===== config.mk =====
export PLATFORM = sky130hd
export DESIGN_NAME = serial_sub_ctrl
export DESIGN_NICKNAME = d
export VERILOG_FILES = /design/src/rtl/serial_sub_ctrl.sv
export SDC_FILE = /design/constraint.sdc
export NUM_CORES = 1
export LEC_CHECK = 0
export ABC_AREA = 1
export ABC_CLOCK_PERIOD_IN_PS = 1200
export CORE_ASPECT_RATIO = 0.7
export CORE_UTILIZATION = 30
export DETAILED_ROUTE_END_ITERATION = 12
export GPL_ROUTABILITY_DRIVEN = 0
export PLACE_DENSITY_LB_ADDON = 0.3
export SLEW_MARGIN = 30
export SYNTH_ARGS = -nofsm -noshare
export SYNTH_HDL_FRONTEND = slang
export SYNTH_SLANG_ARGS = --single-unit

===== constraint.sdc =====
create_clock -name clk -period 1.2 [get_ports clk]
set_clock_uncertainty 0.1 [all_clocks]
set_input_delay 0.36 -clock clk [delete_from_list [all_inputs] [get_ports clk]]
set_output_delay 0.36 -clock clk [all_outputs]
set_load 0.1 [all_outputs]

===== src/rtl/serial_sub_ctrl.sv =====
// Bit-serial subtractor controller: D = A - B, one bit per clock, LSB first.
// Latency WIDTH+1 cycles from accepted start to done; start is ignored while busy.
module serial_sub_ctrl #(
    parameter int WIDTH = 8
) (
    input  logic             clk,
    input  logic             rst_n,
    input  logic             start,
    input  logic [WIDTH-1:0] A,
    input  logic [WIDTH-1:0] B,
    output logic             busy,
    output logic             done,
    output logic [WIDTH-1:0] D,
    output logic             Bo
);

    localparam int CW = (WIDTH > 1) ? $clog2(WIDTH) : 1;
    localparam logic [CW-1:0] CNT_LAST = CW'(WIDTH - 1);

    localparam logic [1:0] S_IDLE  = 2'd0;
    localparam logic [1:0] S_SHIFT = 2'd1;
    localparam logic [1:0] S_DONE  = 2'd2;

    logic [1:0]       state_q, state_d;
    logic [WIDTH-1:0] a_q, a_d;
    logic [WIDTH-1:0] b_q, b_d;
    logic [WIDTH-1:0] r_q, r_d;
    logic             borrow_q, borrow_d;
    logic [CW-1:0]    cnt_q, cnt_d;
    logic [WIDTH-1:0] dout_q, dout_d;
    logic             bo_q, bo_d;

    logic             d_bit;
    logic             bout;
    logic [WIDTH-1:0] r_shift;

    // Single subtractor cell working on the operand LSBs.
    assign d_bit = a_q[0] ^ b_q[0] ^ borrow_q;
    assign bout  = (~a_q[0] & b_q[0]) | (~(a_q[0] ^ b_q[0]) & borrow_q);

    always_comb begin
        r_shift            = r_q >> 1;
        r_shift[WIDTH-1]   = d_bit;
    end

    always_comb begin
        state_d  = state_q;
        a_d      = a_q;
        b_d      = b_q;
        r_d      = r_q;
        borrow_d = borrow_q;
        cnt_d    = cnt_q;
        dout_d   = dout_q;
        bo_d     = bo_q;
        case (state_q)
            S_SHIFT: begin
                a_d      = a_q >> 1;
                b_d      = b_q >> 1;
                r_d      = r_shift;
                borrow_d = bout;
                cnt_d    = cnt_q + CW'(1);
                if (cnt_q == CNT_LAST) begin
                    state_d = S_DONE;
                    dout_d  = r_shift;
                    bo_d    = bout;
                end
            end
            default: begin
                // IDLE and DONE both accept a new request, giving back-to-back operation.
                if (start) begin
                    state_d  = S_SHIFT;
                    a_d      = A;
                    b_d      = B;
                    borrow_d = 1'b0;
                    cnt_d    = '0;
                end else begin
                    state_d  = S_IDLE;
                end
            end
        endcase
    end

    always_ff @(posedge clk or negedge rst_n) begin
        if (!rst_n) begin
            state_q  <= S_IDLE;
            a_q      <= '0;
            b_q      <= '0;
            r_q      <= '0;
            borrow_q <= 1'b0;
            cnt_q    <= '0;
            dout_q   <= '0;
            bo_q     <= 1'b0;
        end else begin
            state_q  <= state_d;
            a_q      <= a_d;
            b_q      <= b_d;
            r_q      <= r_d;
            borrow_q <= borrow_d;
            cnt_q    <= cnt_d;
            dout_q   <= dout_d;
            bo_q     <= bo_d;
        end
    end

    assign busy = (state_q == S_SHIFT);
    assign done = (state_q == S_DONE);
    assign D    = dout_q;
    assign Bo   = bo_q;

endmodule

==> reports/qor.yml, run 1 <==
die:
  die_width_microns: 91.0
  io_pins: 30
  die_h_microns: 64.3
  rows: 22
  die-area_sq_um: 5850
  core_region_area_sq_um: 5290
  start_util: 0.315
global_routing:
  overflow: 0
  use_met1: 0.204
  use_met3: 0.0429
  antenna_found_initial: 0
  grt_max_degree: 39
  grt_use_total: 0.150
  grt_pass1_wl_microns: 6670
  use_met2: 0.220
  busiest_layer: "met2"
  first_global_vias: 1408
synthesis:
  synthDominantAreaCellType: "dfrtp_1"
  synth.area.mux_share: 0
  synth_top_family_by_area: "simple AND/OR/NAND/NOR gates"
  synth_top_area_share: 0.572
  syn_area_sq_um: 1660
  yosys_warnings: 0
  ys_seq_elements: 38
  synth_compound_area_frac: 0.0241
  synthSimpleGateAreaFrac: 0.298
  synthAdderAreaFrac: 0.0271
  syn_inst: 184
  synthTopCellsByArea: "dfrtp_1, nand2_1, nand3_1"
  syn_avg_cell_area_sq_um: 9.04
  synth_cell_types: 15
  syn-num-nets: 206
  ys_seq_area_frac: 0.572
  synth_xor_area_frac: 0
sta:
  slew_violations: 0
  finalCriticalPeriod_ns: 1.57
  worst_slew_pin_slew_ns: 0.284
  whs_ns: 0.375
  slew-limit-headroom: 0.811
  fin_ws_ns: -0.365
  rsz0062_at_grt: "yes"
  fin_crit_sh: 1.30
  fmax_ghz: 0.639
  hold_viol_final: 0
  finalSetupViolCount: 48
routing:
  drtPass1Iterations: 4
  antenna_left: 0
  drtIter0Drc: 48
  route.detailed.drc: 0
  viasPerCell: 4.61
  num_vias: 1425
  wl_microns: 3920
  wl_per_cell_microns: 12.7
clock_tree:
  clk_latency_ns: 0.29
  cts_buffers: 5
  root_buffer: "clkbuf_8"
  cts-htree-levels: 2
  cts.sinks: 38
  clk_pin_slew_ns: 0.07
  cts_tree: "built"
  clockBufferDepth: 2
run:
  cap_violations: 0
cells_and_area:
  layout-drive-gt1-share: 0.354
  fin_cells: 309
  finalNetCount: 258
  antenna_cells: 0
  area_growth_pct: 60.6
critical_path:
  path_class: "register to primary output"
  crit_path_top_delay_cell: "dfrtp_1"
  path_cells: "buf_6 -> nor2_4 -> buf_12"
  reg2reg_setup_slack_ns: -0.20
  slowest_delay_ns: 0.41
  crit_fanout: 2
  critPathLaunchType: "register"
  cp.required_ns: 0.74
  crit_path_end_kind: "primary output"
  arrival_ns: 1.11
placed_design:
  numPortBuffers: 29
  pre_cts_slack_ns: -0.513
  place_hpwl_microns: 2470
  dp.cells: 289
status:
  violations: "negative setup slack"
  outcome: "finished, violations left"
power_and_ir_drop:
  power_per_cell_area_nw_per_um2: 2850
  power.static_leakage_nw: 1.25
  p_total_w: 0.00761
  peakVddDrop_uv: 1950
hold_path:
  hold_path_class: "register to register"
-- sequential cells by signal (all words and copies together) (netlist names) --
signal and count:
Bo 1, D 8, cnt_q 3, borrow_q 1, b_q 8, a_q 8, state_q 2, r_q 7
-- power breakdown --
| group | leakage [nW] | switching [W] | total, W | internal, W |
|---|---|---|---|---|
| Clock | 0.0579 | 0.000459 | 0.00107 | 0.000612 |
| Sequential | 0.474 | 0.000400 | 0.00222 | 0.00182 |
| Combinational | 0.719 | 0.00237 | 0.00432 | 0.00195 |
-- synthesized netlist by cell type --
cell	n
nand2_2	2
ha_1	2
nand3_1	44
buf_4	1
inv_2	2
o21ai_1	3
buf_6	6
buf_2	3
inv_1	9
nand2_1	63
dfrtp_1	38
o21ai_0	5
fa_1	1
nor2_4	1
nor2_1	4
-- cell usage in the layout, fill, tap and decap left out, types with 5 or more instances in the layout --
master / Yosys / layout
inv_1: 9 / 6
o21ai_1: 3 / 7
clkbuf_8: 0 / 5
nand2_2: 2 / 13
nand3_1: 44 / 42
dfrtp_2: 0 / 9
dfrtp_1: 38 / 29
buf_12: 0 / 16
clkdlybuf4s50_1: 0 / 16
buf_6: 6 / 5
buf_4: 1 / 10
nand2_1: 63 / 49
-- final cells by class --
class | count | area, sq um
multi-input combinational | 126 | 721
timing repair buffer | 54 | 743
fill | 482 | 2620
sequential | 38 | 962
clock inverter | 3 | 40.0
clock buffer | 5 | 68.8
tap | 72 | 90.1
inverter | 11 | 45.0
-- critical path: cells and delay by family, from the launching register on --
family / cells / cell delay [ns]
buffers and inverters: 2 / 0.31
flip-flops: 1 / 0.41
AND/OR/NAND/NOR: 1 / 0.09
-- stage by stage --
step / util / setup TNS, ns / instance area [sq um]
finish: 0.505 / -7.27 / 2670
global placement: 0.428 / -7.74 / 2260
floorplan: - / -0.414 / 1710
CTS: 0.497 / -7.95 / 2630
global route: 0.505 / -9.59 / 2670
detailed placement: 0.428 / -8.79 / 2260
-- layer usage --
metal / wire length, microns / vias up / share of wire
met1: 1970 / 675 / 0.50
met2: 1670 / 39 / 0.43
met5: 0 / - / 0
met3: 214 / 7 / 0.055
met4: 61 / 0 / 0.016
li1: - / 704 / -
-- timing repair --
action | CTS | global route
gates cloned | 3 | 1
endpoints found under the hold margin | 38 | 0
buffers inserted | 7 | 3
setup endpoints to repair | 43 | 49
pin swaps | 6 | 10
gates resized for setup | 32 | 9
hold buffers | 1 | 0
-- cell families (layout without fill, tap and decap cells) --
logic type | count (synthesis) | after routing
AO/OA/AOI/OAI | 8 | 8
buffers and inverters | 21 | 73
adder cells (fa/ha/maj) | 3 | 3
AND/OR/NAND/NOR | 114 | 115
flip-flops | 38 | 38
-- path summary, 6_finish.rpt --
path / from / depth (start not counted) / to
max: state_q[0] / 3 / done
min: r_q[7] / 2 / D[6]
max reg2reg: state_q[0] / 6 / a_q[0]
min reg2reg: r_q[7] / 2 / D[6]
max in group asynchronous: rst_n / 3 / D[0]
min in group asynchronous: rst_n / 3 / a_q[1]
Note: power is estimated with default switching activity, not from simulation.
==> run 2, diff against run 1 <==
--- a/config.mk
+++ b/config.mk
@@ -5,8 +5,7 @@
 export SDC_FILE = /design/constraint.sdc
 export NUM_CORES = 1
 export LEC_CHECK = 0
-export ABC_AREA = 1
-export ABC_CLOCK_PERIOD_IN_PS = 1200
+export ABC_CLOCK_PERIOD_IN_PS = 1300
 export CORE_ASPECT_RATIO = 0.7
 export CORE_UTILIZATION = 30
 export DETAILED_ROUTE_END_ITERATION = 12
==> constraint.sdc (replaced) <==
create_clock -name clk -period 1.3 [get_ports clk]
set_clock_uncertainty 0.1 [all_clocks]
set_input_delay 0.39 -clock clk [delete_from_list [all_inputs] [get_ports clk]]
set_output_delay 0.39 -clock clk [all_outputs]
set_load 0.1 [all_outputs]
==> reports/qor.yml, run 2 <==
status:
  outcome: "finished, violations left"  # unchanged
  violations: "negative setup slack"  # unchanged
die:
  die_h_microns: 64.1  # was 64.3 microns
  core_region_area_sq_um: 5290  # unchanged
  start_util: 0.313  # was 0.315
  die-area_sq_um: 5820  # was 5850 sq um
  die_width_microns: 90.8  # was 91.0 microns
  rows: 22  # unchanged
  io_pins: 30  # unchanged
hold_path:
  hold_path_class: "register to register"  # unchanged
synthesis:
  syn_inst: 129  # was 184
  synth_most_common_cell: "dfrtp_1"  # was nand2_1
  synth_edf_count: 0  # unchanged
  ys_seq_area_frac: 0.575  # was 0.572
  ys_seq_elements: 38  # unchanged
  synthDominantAreaCellType: "dfrtp_1"  # unchanged
  synth_top_area_share: 0.575  # was 0.572
  syn_avg_cell_area_sq_um: 12.8  # was 9.04 sq um
  synthTopCellsByArea: "dfrtp_1, mux2i_1, mux2_2"  # was dfrtp_1, nand2_1, nand3_1
  dominantRegCellSynth: "dfrtp_1"  # unchanged
  syn_area_sq_um: 1650  # was 1660 sq um
  synth_cell_types: 20  # was 15
  synthTopCellsByCount: "dfrtp_1, nand2_1, o21ai_0"  # was nand2_1, nand3_1, dfrtp_1
  synthArstFlopShare: 1.00  # unchanged
  syn-num-nets: 151  # was 206
  yosys_warnings: 0  # unchanged
sta:
  worst_slew_pin_slew_ns: 0.185  # was 0.284 ns
  slew-limit-headroom: 0.873  # was 0.811
  fin_ws_ns: -0.333  # was -0.365 ns
  finalSetupViolCount: 47  # was 48
  fin_crit_sh: 1.26
  slew_violations: 0  # unchanged
  rsz0062_at_grt: "yes"  # unchanged
  hold_viol_final: 0  # unchanged
  finalCriticalPeriod_ns: 1.63
  fmax_ghz: 0.612
  finalSetupTns_ns: -4.71  # was -7.27 ns
cells_and_area:
  antenna_cells: 0  # unchanged
  final_cell_mix: "dfrtp_1, buf_4, buf_12"  # was nand2_1, nand3_1, dfrtp_1
  final_common_cell: "dfrtp_1"  # was nand2_1
  layout-drive-gt1-share: 0.580  # was 0.354
  area_growth_pct: 70.0  # was 60.6%
  finalNetCount: 214  # was 258
  fillerInstances: 474  # was 482
  final_core_util: 0.532  # was 0.505
clock_tree:
  clk_pin_slew_ns: 0.07  # about the same
  root_buffer: "clkbuf_8"  # unchanged
  cts.sinks: 38  # unchanged
  clk_latency_ns: 0.29  # about the same
  cts_buffers: 5  # unchanged
  clockBufferDepth: 2  # unchanged
  cts_tree: "built"  # unchanged
  cts-htree-levels: 2  # unchanged
placed_design:
  place_hpwl_microns: 1990  # was 2470 microns
  numPortBuffers: 29  # unchanged
global_routing:
  first_global_vias: 1194  # was 1408
  overflow: 0  # unchanged
  antenna_found_initial: 0  # unchanged
  grt_max_degree: 39  # unchanged
  grt_pass1_wl_microns: 5540  # was 6670 microns
  grt_use_total: 0.122  # was 0.150
routing:
  drtPass1Iterations: 2  # was 4
  antenna_left: 0  # unchanged
  wl_microns: 3490  # was 3920 microns
  wl_per_cell_microns: 13.2  # was 12.7 microns
  drtIter0Drc: 34  # was 48
  num_vias: 1190  # was 1425
  viasPerCell: 4.49  # was 4.61
  route.detailed.drc: 0  # unchanged
critical_path:
  crit_path_end_kind: "primary output"  # unchanged
  cp.required_ns: 0.81  # was 0.74 ns
  slowest_delay_ns: 0.42  # was 0.41 ns
  critPathLaunchType: "register"  # unchanged
  critPathTopFamily: "flip-flops"  # unchanged
  crit_path_frequent_cell: "buf_12"
  path_cells: "nor2b_4 -> buf_12 -> buf_12"  # was buf_6 -> nor2_4 -> buf_12
  arrival_ns: 1.14  # was 1.11 ns
  reg2reg_setup_slack_ns: -0.14  # was -0.20 ns
  path_class: "register to primary output"  # unchanged
  critPathBufInv: 2  # unchanged
  crit_path_top_delay_cell: "dfrtp_1"  # unchanged
  crit_fanout: 3  # was 2
run:
  cap_violations: 0  # unchanged
-- run 2: cell count changes after synthesis, sizes merged, moves of 3 or more --
cell    change
nand2      -48
nand2b      +3
inv         -8
o21ai       +9
mux2       +16
buf         -3
nand3      -44
mux2i      +16
-- run 2: kinds of logic after synthesis --
family                     after synthesis  share of synthesized area
DFF                                     38                      0.575
muxes                                   32                      0.213
and+or+nand+nor                         27                     0.0840
AOI/OAI and AO/OA                       18                     0.0560
buffers and inverters                   11                     0.0454
adders and majority gates                3                     0.0272
-- run 2: layout make-up --
class	instances	area (sq um)	share of cell area
Multi-Input combinational cell	81	863	0.307
Clock buffer	7	86.3	0.0307
Tap cell	72	90.1	0.0320
Timing Repair Buffer	63	801	0.285
Sequential cell	38	953	0.339
Inverter	3	13.8	0.00489
Clock inverter	1	5.00	0.00178
-- run 2: worst paths after layout --
check,startpoint,endpoint,depth (start not counted)
max,state_q[1],busy,3
min,b_q[2],b_q[1],2
max reg2reg,state_q[1],cnt_q[0],6
min reg2reg,b_q[2],b_q[1],2
max in group asynchronous,rst_n,Bo,3
min in group asynchronous,rst_n,D[3],3
-- run 2: repair_timing --
action                                 CTS  global route
endpoints found under the hold margin   38             0
setup endpoints to repair               32            49
resized for setup                       18            66
cloned                                   2             2
buffers inserted                         7             8
hold buffers                             1             0
pin swaps                                2             9
-- run 2: worst reg2reg max path, stage by stage, from the launching register on --
cell and delay, ns:
dfrtp_1 0.42, nor2b_4 0.16, buf_12 0.12, buf_4 0.11, buf_12 0.14, nor2_4 0.04, mux2_4 0.25
-- run 2: routing by layer --
layer	part of all wire	GRT usage
met5	0	0
met4	0.015	0.0544
met3	0.047	0.0405
met2	0.48	0.178
met1	0.46	0.166
-- run 2: per-stage QoR --
stage / hold slack [ns] / instances / area (sq um) / worst slack (ns)
after global routing: 0.410 / 265 / 2810 / -0.376
after CTS: 0.388 / 255 / 2520 / -0.339
after detailed placement: 0.273 / 237 / 2270 / -0.332
final: 0.389 / 265 / 2810 / -0.333
after floorplan: -0.00559 / 129 / 1720 / -0.131
after global placement: 0.269 / 237 / 2270 / -0.312
Power of run 2 is not shown: default switching activity piles up to over one toggle a cycle in this logic, so the estimate is an artifact.
==> run 3, diff against run 2 <==
--- a/config.mk
+++ b/config.mk
@@ -5,6 +5,7 @@
 export SDC_FILE = /design/constraint.sdc
 export NUM_CORES = 1
 export LEC_CHECK = 0
+export ABC_AREA = 0
 export ABC_CLOCK_PERIOD_IN_PS = 1300
 export CORE_ASPECT_RATIO = 0.7
 export CORE_UTILIZATION = 30
==> results of run 3 <==
The final DEF is identical to that of run 2; final timing and power are the same.
Power of run 3 is left out for the same reason.
